File: src/rtl/dcpu_run_ctrl_if.sv
// dcpu_run_ctrl_if
// Bundles the run controller's CPU-side and front-panel signals.
//   master : the board / CPU side. It drives the switch, button, breakpoint and pc.
//            It receives cpu_ce, state and retire_cnt.
//   slave  : the dcpu_run_ctrl side, with the opposite directions.
// Signals:
//   run_sw     level switch, 1 = run, 0 = halt
//   step_btn   raw asynchronous step pushbutton
//   bp_en      breakpoint enable
//   bp_addr    breakpoint PC (32 bits)
//   pc         current CPU PC, valid from the cycle after cpu_ce
//   cpu_ce     one-cycle CPU advance enable
//   state      HALT=00, RUN=01, STEP=10, BREAK=11
//   retire_cnt count of cpu_ce pulses (32 bits, wrapping)
interface dcpu_run_ctrl_if;
    logic        run_sw;
    logic        step_btn;
    logic        bp_en;
    logic [31:0] bp_addr;
    logic [31:0] pc;
    logic        cpu_ce;
    logic [1:0]  state;
    logic [31:0] retire_cnt;

    modport master (
        output run_sw, step_btn, bp_en, bp_addr, pc,
        input  cpu_ce, state, retire_cnt
    );

    modport slave (
        input  run_sw, step_btn, bp_en, bp_addr, pc,
        output cpu_ce, state, retire_cnt
    );
endinterface

File: src/rtl/dcpu_run_ctrl.sv
// dcpu_run_ctrl
// This block is the run/halt/single-step sequencer for the board-level DCPU.
// It produces a one-cycle cpu_ce pulse:
//   - in RUN, once every 2^DIV_W cycles;
//   - once per debounced step-button press, from HALT or BREAK.
// The core halts when any of these occurs:
//   - run_sw goes low;
//   - a step completes;
//   - a PC breakpoint is hit.
// Ports:
//   clk_in  board clock, the only clock of this block
//   reset   synchronous active-high reset
//   bus     dcpu_run_ctrl_if.slave; it carries:
//             inputs  run_sw, step_btn, bp_en, bp_addr, pc
//             outputs cpu_ce, state, retire_cnt
// Parameters:
//   DIV_W   divider width; one RUN tick every 2^DIV_W cycles
//   DEB_W   debounce counter width; the button must be stable about 2^DEB_W cycles
// Build option:
//   DCPU_RUN_CTRL_BP_EN  When defined, the breakpoint comparator and the armed flag are built.
//                        When undefined, bp_en, bp_addr and pc are ignored and BREAK cannot be reached.
module dcpu_run_ctrl #(
    parameter int DIV_W = 15,
    parameter int DEB_W = 16
) (
    input  logic          clk_in,
    input  logic          reset,
    dcpu_run_ctrl_if.slave bus
);
    typedef enum logic [1:0] {
        ST_HALT  = 2'b00,
        ST_RUN   = 2'b01,
        ST_STEP  = 2'b10,
        ST_BREAK = 2'b11
    } state_t;

    localparam logic [DIV_W-1:0] DIV_MAX = '1;
    localparam logic [DEB_W-1:0] DEB_MAX = '1;

    state_t           state_q, state_d;
    logic             cpu_ce_q, cpu_ce_d;
    logic [31:0]      retire_q, retire_d;
    logic [DIV_W-1:0] div_q, div_d;
    logic             sync1_q, sync1_d;
    logic             sync2_q, sync2_d;
    logic             sync_prev_q, sync_prev_d;
    logic [DEB_W-1:0] deb_cnt_q, deb_cnt_d;
    logic             deb_lvl_q, deb_lvl_d;
    logic             step_pulse_q, step_pulse_d;
    logic             from_break_q, from_break_d;
    logic             tick;
    logic             bp_hit;

`ifdef DCPU_RUN_CTRL_BP_EN
    // Entering RUN disarms the breakpoint. The first retired instruction re-arms it.
    // A resume sitting on the breakpoint PC therefore executes before it can re-hit.
    logic armed_q, armed_d;

    always_comb begin
        armed_d = armed_q;
        if (state_q == ST_HALT && bus.run_sw)
            armed_d = 1'b0;
        else if (state_q == ST_RUN && cpu_ce_q)
            armed_d = 1'b1;
    end

    always_ff @(posedge clk_in) begin
        if (reset)
            armed_q <= 1'b0;
        else
            armed_q <= armed_d;
    end

    assign bp_hit = bus.bp_en && (bus.pc == bus.bp_addr) && armed_q;
`else
    logic unused_bp;
    assign unused_bp = ^{bus.bp_en, bus.bp_addr, bus.pc};
    assign bp_hit    = 1'b0;
`endif

    assign tick = (state_q == ST_RUN) && (div_q == DIV_MAX);

    always_comb begin
        // Step button path: synchronize, debounce, then detect the rising edge.
        sync1_d     = bus.step_btn;
        sync2_d     = sync1_q;
        sync_prev_d = sync2_q;
        deb_cnt_d   = deb_cnt_q;
        deb_lvl_d   = deb_lvl_q;
        if (sync2_q != sync_prev_q)
            deb_cnt_d = '0;
        else if (deb_cnt_q != DEB_MAX)
            deb_cnt_d = deb_cnt_q + 1'b1;
        else
            deb_lvl_d = sync2_q;
        step_pulse_d = deb_lvl_d & ~deb_lvl_q;

        state_d      = state_q;
        cpu_ce_d     = 1'b0;
        div_d        = div_q;
        from_break_d = from_break_q;

        case (state_q)
            ST_HALT: begin
                if (bus.run_sw) begin
                    state_d = ST_RUN;
                    div_d   = '0;
                end else if (step_pulse_q) begin
                    state_d      = ST_STEP;
                    cpu_ce_d     = 1'b1;
                    from_break_d = 1'b0;
                end
            end
            ST_RUN: begin
                div_d = div_q + 1'b1;
                // A tick is suppressed when the run is ending this cycle.
                // No instruction may retire after a halt or a breakpoint.
                if (!bus.run_sw)
                    state_d = ST_HALT;
                else if (bp_hit)
                    state_d = ST_BREAK;
                else
                    cpu_ce_d = tick;
            end
            ST_STEP: begin
                // A step taken from BREAK with run_sw still high returns to BREAK.
                // The operator must toggle run_sw to resume.
                state_d = (from_break_q && bus.run_sw) ? ST_BREAK : ST_HALT;
            end
            ST_BREAK: begin
                if (!bus.run_sw)
                    state_d = ST_HALT;
                else if (step_pulse_q) begin
                    state_d      = ST_STEP;
                    cpu_ce_d     = 1'b1;
                    from_break_d = 1'b1;
                end
            end
            default: state_d = ST_HALT;
        endcase

        retire_d = retire_q + {31'd0, cpu_ce_q};
    end

    always_ff @(posedge clk_in) begin
        if (reset) begin
            state_q      <= ST_HALT;
            cpu_ce_q     <= 1'b0;
            retire_q     <= '0;
            div_q        <= '0;
            sync1_q      <= 1'b0;
            sync2_q      <= 1'b0;
            sync_prev_q  <= 1'b0;
            deb_cnt_q    <= '0;
            deb_lvl_q    <= 1'b0;
            step_pulse_q <= 1'b0;
            from_break_q <= 1'b0;
        end else begin
            state_q      <= state_d;
            cpu_ce_q     <= cpu_ce_d;
            retire_q     <= retire_d;
            div_q        <= div_d;
            sync1_q      <= sync1_d;
            sync2_q      <= sync2_d;
            sync_prev_q  <= sync_prev_d;
            deb_cnt_q    <= deb_cnt_d;
            deb_lvl_q    <= deb_lvl_d;
            step_pulse_q <= step_pulse_d;
            from_break_q <= from_break_d;
        end
    end

    assign bus.cpu_ce     = cpu_ce_q;
    assign bus.state      = state_q;
    assign bus.retire_cnt = retire_q;
endmodule

File: src/flat_wrapper.sv
// flat-port wrapper written by rule: the top's interface ports become plain ports
module dcpu_run_ctrl_flat 
#(
    parameter int DIV_W = 15,
    parameter int DEB_W = 16
)
  (clk_in, reset, bus_run_sw, bus_step_btn, bus_bp_en, bus_bp_addr, bus_pc, bus_cpu_ce, bus_state, bus_retire_cnt);
  dcpu_run_ctrl_if bus_i ();
  input  logic clk_in;
  input  logic reset;
  input wire logic [$bits(bus_i.run_sw)-1:0] bus_run_sw;
  input wire logic [$bits(bus_i.step_btn)-1:0] bus_step_btn;
  input wire logic [$bits(bus_i.bp_en)-1:0] bus_bp_en;
  input wire logic [$bits(bus_i.bp_addr)-1:0] bus_bp_addr;
  input wire logic [$bits(bus_i.pc)-1:0] bus_pc;
  output wire logic [$bits(bus_i.cpu_ce)-1:0] bus_cpu_ce;
  output wire logic [$bits(bus_i.state)-1:0] bus_state;
  output wire logic [$bits(bus_i.retire_cnt)-1:0] bus_retire_cnt;
  assign bus_i.run_sw = bus_run_sw;
  assign bus_i.step_btn = bus_step_btn;
  assign bus_i.bp_en = bus_bp_en;
  assign bus_i.bp_addr = bus_bp_addr;
  assign bus_i.pc = bus_pc;
  assign bus_cpu_ce = bus_i.cpu_ce;
  assign bus_state = bus_i.state;
  assign bus_retire_cnt = bus_i.retire_cnt;
  dcpu_run_ctrl #(.DIV_W(DIV_W), .DEB_W(DEB_W)) u_core (.clk_in(clk_in), .reset(reset), .bus(bus_i));
endmodule
File: config.mk
export PLATFORM = sky130hd
export DESIGN_NAME = dcpu_run_ctrl_flat
export DESIGN_NICKNAME = d
export VERILOG_FILES = /design/src/rtl/dcpu_run_ctrl_if.sv /design/src/rtl/dcpu_run_ctrl.sv /design/src/flat_wrapper.sv
export SDC_FILE = /design/constraint.sdc
export NUM_CORES = 1
export LEC_CHECK = 0
export BUFFER_PORTS_ARGS = -buffer_cell sky130_fd_sc_hd__buf_2
export CORE_MARGIN = 2
export CORE_UTILIZATION = 30
export CTS_CLUSTER_DIAMETER = 50
export CTS_CLUSTER_SIZE = 28
export DETAILED_ROUTE_END_ITERATION = 10
export PLACE_DENSITY = 0.56
export SETUP_SLACK_MARGIN = 0.1
export SLEW_MARGIN = 20
export SYNTH_ARGS = -nofsm -noshare
export SYNTH_HDL_FRONTEND = slang
export SYNTH_SLANG_ARGS = --single-unit
File: constraint.sdc
create_clock -name clk_in -period 1.9 [get_ports clk_in]
set_input_delay 0.19 -clock clk_in [delete_from_list [all_inputs] [get_ports clk_in]]
set_output_delay 0.19 -clock clk_in [all_outputs]
set_load 0.05 [all_outputs]
; ---- Word-level counts from Yosys, hierarchy flattened
; Index checks and enable logic that the tools add are counted.
; Widths: inputs -> output; s select.
[word_totals]
wordCells = 56
inputBits = 69
out_inout_bits = 35
register_bits = 72
[op_classes]
mux = 20
n_reduce_logical = 8
bitwise = 2
n_eq_ne = 12
add_sub_neg = 3
[op_table]
columns = op, count
row1 = $add 32x1->32, 1
row2 = $pmux 15 s2, 1
row3 = $add 16x1->16 const B, 1
row4 = $ne 16x16->1 const B, 1
row5 = $add 15x1->15 const B, 1
row6 = $eq 15x15->1 const B, 1
row7 = $mux 15, 1
row8 = $mux 1, 10
row9 = $mux 2, 5
row10 = $ne 2x2->1 const B, 4
row11 = $pmux 2 s4, 1
row12 = $reduce_and 5->1, 1
row13 = $eq 2x2->1 const B, 2
row14 = $ne 2x1->1 const B, 2
row15 = $reduce_bool 2->1, 2
row16 = $pmux 1 s3, 1
row17 = $eq 2x1->1 const B, 1
row18 = $logic_and 1x1->1, 2
row19 = $logic_not 2->1, 1
row20 = $pmux 1 s2, 1
row21 = $reduce_and 2->1, 1
row22 = $reduce_or 2->1, 1
row23 = $and 1x1->1, 1
row24 = $ne 1x1->1, 1
row25 = $not 1->1, 1

; ---- Logic depth before layout (Yosys ltp)
; Gate-level depths: netlist (run 1).
[logic_depth]
ltp_word = 4
depth_mapped = 7
mapped_depth_nobuf = 6

; ---- Worst setup path after synthesis (run 1)
; OpenSTA, ideal clock, no wires.
[synth_timing]
path_type = register to register
from = reg u_core.cpu_ce_q (netlist: u_core.bus.cpu_ce)
to = reg u_core.retire_q[26] (netlist: u_core.bus.retire_cnt[26])
t_arrival_ns = 2.077
slack_ns = -0.301
setup_time_ns = 0.123
t_required_ns = 1.777
stages_incl_launch_ff = 7
cell_sequence = dfxtp_1 ha_1 ha_1 nand3_2 nor4_4 nand3_1 mux2_1
[synth_via]
elab_chain_len = 1
[synth_lines]
columns = element, line_no
row1 = "start, declared", dcpu_run_ctrl.sv:41  ; logic cpu_ce_q, cpu_ce_d;
row2 = "start signal, assigned", dcpu_run_ctrl.sv:160  ; cpu_ce_q <= cpu_ce_d;
row3 = $add 32x1->32, dcpu_run_ctrl.sv:142  ; retire_d = retire_q + {31'd0, cpu_ce_q};
row4 = "end signal, assigned", dcpu_run_ctrl.sv:161  ; retire_q <= retire_d;
row5 = "end, declared", dcpu_run_ctrl.sv:42  ; logic [31:0] retire_q, retire_d;
; Every way passes these cells.
; A chain may end at the register's enable or synchronous reset.

; ---- Worst setup path in the final report (run 1)
[layout_timing]
from = reg u_core.retire_q[8] (netlist: u_core.bus.retire_cnt[8])
to = reg u_core.retire_q[30] (netlist: u_core.bus.retire_cnt[30])
[layout_via]
elab_chain_len = 1
[layout_lines]
columns = element, line_no
row1 = $add 32x1->32, dcpu_run_ctrl.sv:142
; Every way passes these cells.

==> run summary, run 1 <==
LEAKAGE -> 1.54 nW
Comb pwr share -> 0.032
Reg2reg end -> u_core.bus.retire_cnt[30]$_SDFF_PP0_
Total Power -> 2.85 mW
Detailed Route WL -> 7370 um
Final setup margin -> 0.210 ns
Final ANT Viol Nets -> 0
Post-Synth Adder-Cell Area -> 0.0150
Post-synth top flop -> dfxtp_1
Setup TNS -> 0 ns
Synth Area in Compound Gates -> 0.0754
RD Place Congestion -> 0.794
Mux cell area share after synthesis -> 0.0334
Slowest-stage cell, CP -> nor4_4
CP Data Arrival Time -> 1.93 ns
Critical-path cell list -> and4_4, nand3_4, nor4_4, nand3_1, mux2_1
# diodes -> 0
CTS tree -> yes
Post-Synth Simple-Gate Area -> 0.336
Placed cells -> 564
Clk pwr share -> 0.435
Synthesis Warnings -> 0
Placed Area -> 3810 um2
CTS Buf Count -> 9
Synthesized instance count -> 387
Non-filler cells, final -> 582
GRT overflow -> 0
Antenna violations before repair -> 0
Clock root buffer -> clkbuf_8
Setup WS pre-CTS -> 0.0872 ns
Core Footprint -> 10800 um2
RSZ-0062 raised after global routing -> yes
Synth area leader -> dfxtp_1
PortBufs -> 38
Crit-path max FO -> 5
Synth Net Count -> 460
Share of cells above drive strength 1 -> 0.258
Die Ht -> 109 um
Total internal power -> 2.21 mW
Power Density -> 703 nW/um2
Switching fraction of total power -> 0.224
Via-per-instance ratio -> 4.97
WL/cell -> 12.7 um
Ys async rst share -> 0
Crit Path Category -> flop to flop
Worst hold endpoint -> u_core.sync1_q$_SDFF_PP0_
XOR/XNOR share of the synthesized area -> 0.0866
Syn Std Cell Area -> 3340 um2
Reg2reg path depth -> 5
Setup slack, reg-to-reg -> 0.21 ns
Die area -> 12000 um2
Hold Vio Cnt, Final -> 0
# IOs -> 104
Layout Utilization -> 0.374
Main combinational cell family by area after synthesis -> simple AND/OR/NAND/NOR gates
Die Wd -> 109 um
Sequential share of the synthesized area -> 0.432
CTS clk-pin slew, worst paths -> 0.07 ns
Post-synth cell types -> 49
Fmax -> 592 MHz
Most common cell in the synthesized netlist -> dfxtp_1
Post-synthesis register bit count -> 72
WHS -> 0.0444 ns
Deepest clock path buffer count -> 2
Global-route wire length before repair -> 12500 um
1st-iter DRT viols -> 250
Worst R2R Start -> u_core.bus.retire_cnt[8]$_SDFF_PP0_
Via count -> 2893
Initial Util -> 0.308
Max capacitance violation total -> 0
Setup violators final -> 0
H-tree depth -> 3
Area grow syn2layout -> 21.4%
CP peak stage delay -> 0.39 ns
Hold Path Class -> primary input to flop
GRT Total Usage -> 0.132
Largest net degree at the start of global routing -> 44
Mean Syn Cell Area -> 8.62 um2
Number of flops mapped to enable cells by yosys -> 0
Fin crit period -> 1.69 ns
DR pass1 iterations -> 4
Final period utilization -> 0.890
Vias in the first global route -> 2743
Hold Path Depth -> 2
Sw power -> 0.639 mW
Max Slew Vio Count -> 0
Multi-input logic area -> 1860 um2
Top post-synthesis cells by area -> dfxtp_1 43%, nor2_1 6.6%, xnor2_1 4.5%
Row count -> 38
Final Cell Area -> 4050 um2
Synth top area share -> 0.432
Relative slew slack -> 0.697
Max Clock Skew -> 0.00752 ns
Max IR drop VDD -> 0.000413 V
Critical Path RT -> 2.14 ns
Hold path startpoint -> bus_step_btn
CP Launch Type -> flop
DRC -> 0
Worst slew pin tran -> 0.454 ns
Register area -> 1490 um2
Clk_lat worst skew -> 0.35 ns
Clock tree sinks -> 72
Seq pwr share -> 0.533
Final HPWL DP -> 5340 um
Status -> finished, final reports clean
Commonest cells post-synth -> 72 x dfxtp_1, 59 x nor2_1, 37 x nand2_1
CP Capture Type -> flop
Fill cell count -> 1126
# nets final -> 510
per-layer routing:
metal | vias to the layer above | global-route usage | share of wire
li1 | 1478 | - | -
met1 | 1347 | 0.158 | 0.47
met2 | 54 | 0.220 | 0.46
met3 | 14 | 0.0172 | 0.036
met4 | 0 | 0.0904 | 0.029
met5 | - | 0 | 0
area by class of cell:
type / instances / share of cell area
Clock inverter: 3 / 0.00989
Inverter: 6 / 0.00556
Timing Repair Buffer: 52 / 0.0729
Tap cell: 140 / 0.0432
Sequential cell: 72 / 0.369
Clock buffer: 13 / 0.0392
Multi-Input combinational cell: 296 / 0.460
power groups by stage:
stage | clock network, mW | logic (mW) | registers [mW]
3_5_place_dp | 0 | 0.0906 | 1.55
4_1_cts | 1.29 | 0.0907 | 1.52
5_1_grt | 1.35 | 0.103 | 1.52
2_1_floorplan | 0 | 0.0605 | 1.55
6_report | 1.24 | 0.0900 | 1.52
3_3_place_gp | 0 | 0.0894 | 1.55
cells by family (layout without fill, tap and decap cells):
kind of cell             after synthesis  after routing
adder cells (fa/ha/maj)                4              4
AO/OA/AOI/OAI                         41             41
buffers and inverters                 19             74
multiplexers                          10             10
XOR/XNOR                              33             33
AND/OR/NAND/NOR                      208            208
flip-flops                            72             72
flip-flops by register name, summed over array words and instances, names as in the netlist, 2 cells and up:
name / count
u_core.div_q: 15
u_core.deb_cnt_q: 16
u_core.bus.retire_cnt: 32
u_core.bus.state: 2
cell usage in the layout (no fill, tap or decap), types with 3 or more instances in the layout:
cell type / instances
and3_1: 11
nor2_1: 59
and4_1: 7
buf_2: 38
o21ai_0: 10
buf_4: 14
xnor2_1: 17
mux2_1: 3
dfxtp_1: 48
nand4_1: 17
nand3_1: 19
or3_1: 3
xor2_1: 16
clkbuf_8: 11
mux2_2: 6
and2_1: 4
nor2b_1: 9
nand2_1: 37
nor3_1: 7
o211ai_1: 6
dfxtp_2: 15
a21oi_1: 14
dfxtp_4: 9
nor4_1: 9
inv_1: 6
worst max path at each step:
| stage | from | to | slack [ns] |
|---|---|---|---|
| 3_3_place_gp | u_core.bus.retire_cnt[13]$_SDFF_PP0_ | u_core.bus.retire_cnt[30]$_SDFF_PP0_ | 0.11 |
| 3_5_place_dp | u_core.bus.retire_cnt[13]$_SDFF_PP0_ | u_core.bus.retire_cnt[30]$_SDFF_PP0_ | 0.09 |
| 6_report | u_core.bus.retire_cnt[8]$_SDFF_PP0_ | u_core.bus.retire_cnt[30]$_SDFF_PP0_ | 0.21 |
| 5_1_grt | u_core.deb_cnt_q[0]$_SDFFE_PP0P_ | u_core.deb_cnt_q[14]$_SDFFE_PP0P_ | 0.08 |
| 4_1_cts | u_core.bus.retire_cnt[0]$_SDFF_PP0_ | u_core.bus.retire_cnt[30]$_SDFF_PP0_ | 0.12 |
| 2_1_floorplan | u_core.bus.cpu_ce$_SDFF_PP0_ | u_core.bus.retire_cnt[26]$_SDFF_PP0_ | 0.11 |
what timing repair did:
action,CTS,global route
resized for setup,1,4
hold buffers,0,0
setup buffers,1,1
pin swaps,1,2
endpoints found under the setup margin,3,11
critical path, delay by kind of cell, from the launching register on:
family | cells | cell delay (ns)
flip-flops | 1 | 0.37
multiplexers | 1 | 0.32
AND/OR/NAND/NOR | 4 | 0.90
Note: power is estimated with default switching activity, not from simulation.
==> inputs of run 2 (changes only) <==
--- a/config.mk
+++ b/config.mk
@@ -7,11 +7,11 @@
 export LEC_CHECK = 0
 export BUFFER_PORTS_ARGS = -buffer_cell sky130_fd_sc_hd__buf_2
 export CORE_MARGIN = 2
-export CORE_UTILIZATION = 30
+export CORE_UTILIZATION = 50
 export CTS_CLUSTER_DIAMETER = 50
 export CTS_CLUSTER_SIZE = 28
 export DETAILED_ROUTE_END_ITERATION = 10
-export PLACE_DENSITY = 0.56
+export PLACE_DENSITY = 0.82
 export SETUP_SLACK_MARGIN = 0.1
 export SLEW_MARGIN = 20
 export SYNTH_ARGS = -nofsm -noshare
==> run 2 against run 1 <==
  * Worst setup slack worse by 0.033 ns
  * Register-to-register slack worse by 0.03 ns
  * Non-clock buffer count down 2
  * Core utilization up 25 points
  * Sequential share of layout area up 0.71 points
  * Die area down 39%
  * Sequential power about the same
  * First-iteration DRC count down 46%
  * Global-route usage up 6.0 points
  * Total power down 0.43%
  * Critical path type unchanged
  * Highest routed layer unchanged
==> run summary, run 2 (same netlist as run 1, synthesis figures left out) <==
1st-iter DRT viols -> 135 (was 250)
Crit Path Category -> flop to flop (unchanged)
Layout Utilization -> 0.622 (was 0.374)
Final ANT Viol Nets -> 0 (unchanged)
Setup TNS -> 0 ns (unchanged)
Fin crit period -> 1.72 ns (was 1.69 ns)
Max IR drop VDD -> 0.000651 V (was 0.000413 V)
Crit-path max FO -> 7 (was 5)
Hold Vio Cnt, Final -> 0 (unchanged)
Clock root buffer -> clkbuf_8 (unchanged)
DR pass1 iterations -> 4 (unchanged)
WL/cell -> 13.5 um (was 12.7 um)
Max Slew Vio Count -> 0 (unchanged)
Non-filler cells, final -> 517 (was 582)
Max capacitance violation total -> 0 (unchanged)
Share of cells above drive strength 1 -> 0.259 (was 0.258)
Global-route wire length before repair -> 11600 um (was 12500 um)
Initial Util -> 0.522 (was 0.308)
Die Ht -> 85.7 um (was 109 um)
Commonest non-fill, non-tap cell in the layout -> nor2_1 (unchanged)
# nets final -> 508 (was 510)
Placed Area -> 3720 um2 (was 3810 um2)
Setup WS pre-CTS -> 0.146 ns (was 0.0872 ns)
Final Cell Area -> 3970 um2 (was 4050 um2)
# IOs -> 104 (unchanged)
Hold Path Class -> primary input to flop (unchanged)
CTS Buf Count -> 9 (unchanged)
Clk_lat worst skew -> 0.35 ns (about the same)
Largest net degree at the start of global routing -> 31 (was 44)
Core Footprint -> 6390 um2 (was 10800 um2)
Final setup margin -> 0.176 ns (was 0.210 ns)
PortBufs -> 38 (unchanged)
Setup violators final -> 0 (unchanged)
Buf+Inv Stages, Crit Path -> 0 (unchanged)
Critical Path RT -> 2.14 ns (about the same)
GRT overflow -> 0 (unchanged)
RD Place Congestion -> 0.849 (was 0.794)
CTS clk-pin slew, worst paths -> 0.09 ns (was 0.07 ns)
LEAKAGE -> 1.54 nW (about the same)
Power Density -> 713 nW/um2 (was 703 nW/um2)
CP Capture Type -> flop (unchanged)
GRT Total Usage -> 0.193 (was 0.132)
Final HPWL DP -> 4960 um (was 5340 um)
Via-per-instance ratio -> 5.67 (was 4.97)
Most frequent cells in the layout -> 59 x nor2_1, 48 x dfxtp_1, 38 x buf_2 (unchanged)
H-tree depth -> 3 (unchanged)
Deepest clock path buffer count -> 2 (unchanged)
CP Launch Type -> flop (unchanged)
Worst slew pin tran -> 0.430 ns (was 0.454 ns)
# diodes -> 0 (unchanged)
Row count -> 29 (was 38)
Critical-path cell list -> and4_4, nand3_4, nor4_4, nand3_1, mux2_1 (unchanged)
Via count -> 2933 (was 2893)
Antenna violations before repair -> 0 (unchanged)
CTS Hold Buffers Added -> 0 (unchanged)
CTS tree -> yes (unchanged)
Vias in the first global route -> 2672 (was 2743)
Relative slew slack -> 0.713 (was 0.697)
Fmax -> 580 MHz (was 592 MHz)
DRC -> 0 (unchanged)
Area grow syn2layout -> 19.1% (was 21.4%)
Die Wd -> 85.7 um (was 109 um)
CP Data Arrival Time -> 1.96 ns (was 1.93 ns)
Die area -> 7340 um2 (was 12000 um2)
RSZ-0062 raised after global routing -> yes (unchanged)
Cell family with most CP delay -> simple AND/OR/NAND/NOR gates (unchanged)
Final period utilization -> 0.907 (was 0.890)
Status -> finished, final reports clean (unchanged)
Largest register FFs -> 32 (unchanged)
Placed cells -> 500 (was 564)
Detailed Route WL -> 6980 um (was 7370 um)
Clock tree sinks -> 72 (unchanged)
Max Clock Skew -> 0.0127 ns (was 0.00752 ns)
CP peak stage delay -> 0.39 ns (about the same)
Slowest-stage cell, CP -> nor4_4 (unchanged)
[run 2: cell count changes in the layout (fill, tap and decap cells not counted), moves of 2 or more]
| cell | previous run | this run |
|---|---|---|
| buf_4 | 14 | 12 |
| clkbuf_1 | 2 | 0 |
| clkbuf_16 | 0 | 2 |
| clkbuf_8 | 11 | 9 |
[run 2: path summary, 6_finish.rpt]
kind	to	cells past startpoint	start	slack, ns
worst max register to register	u_core.bus.retire_cnt[26]$_SDFF_PP0_	5	u_core.bus.retire_cnt[7]$_SDFF_PP0_	0.18
worst min-delay path	u_core.sync1_q$_SDFF_PP0_	2	bus_step_btn	0.05
worst min register to register	u_core.sync2_q$_SDFF_PP0_	1	u_core.sync1_q$_SDFF_PP0_	0.45
worst max-delay path	u_core.bus.retire_cnt[26]$_SDFF_PP0_	5	u_core.bus.retire_cnt[7]$_SDFF_PP0_	0.18
[run 2: metal layers]
metal  vias to the layer above  GRT usage  share of wire
li1                       1467          -              -
met1                      1391      0.232           0.45
met2                        63      0.330           0.50
met3                        12     0.0318          0.033
met4                         0      0.101          0.022
met5                         -          0              0
[run 2: worst reg2reg max path, stage by stage (launching register included)]
cell,delay [ns]
dfxtp_4,0.38
and4_4,0.26
nand3_4,0.14
nor4_4,0.39
nand3_1,0.13
mux2_1,0.32
[run 2: what timing repair did]
action	in CTS	in global routing
gates resized for setup	0	5
buffers inserted	0	1
setup endpoints to repair	0	12
[run 2: report_power, final]
group	internal, mW	switching (mW)	leakage, nW
Combinational	0.0270	0.0618	0.842
Sequential	1.51	0.0119	0.596
Clock	0.635	0.593	0.106
Total	2.17	0.667	1.54
[run 2: stage by stage]
stage / hold slack [ns] / power, mW
2_1_floorplan: 0.281 / 1.61
3_3_place_gp: 0.398 / 1.64
5_1_grt: 0.0938 / 2.93
4_1_cts: 0.0531 / 2.85
6_report: 0.0532 / 2.83
3_5_place_dp: 0.417 / 1.64
[run 2: final cells by class]
type / count / area [um2]
Fill cell: 529 / 2410
Multi-Input combinational cell: 296 / 1870
Sequential cell: 72 / 1490
Timing Repair Buffer: 50 / 280
Clock buffer: 11 / 174
Tap cell: 77 / 96.3
Clock inverter: 5 / 35.0
Inverter: 6 / 22.5
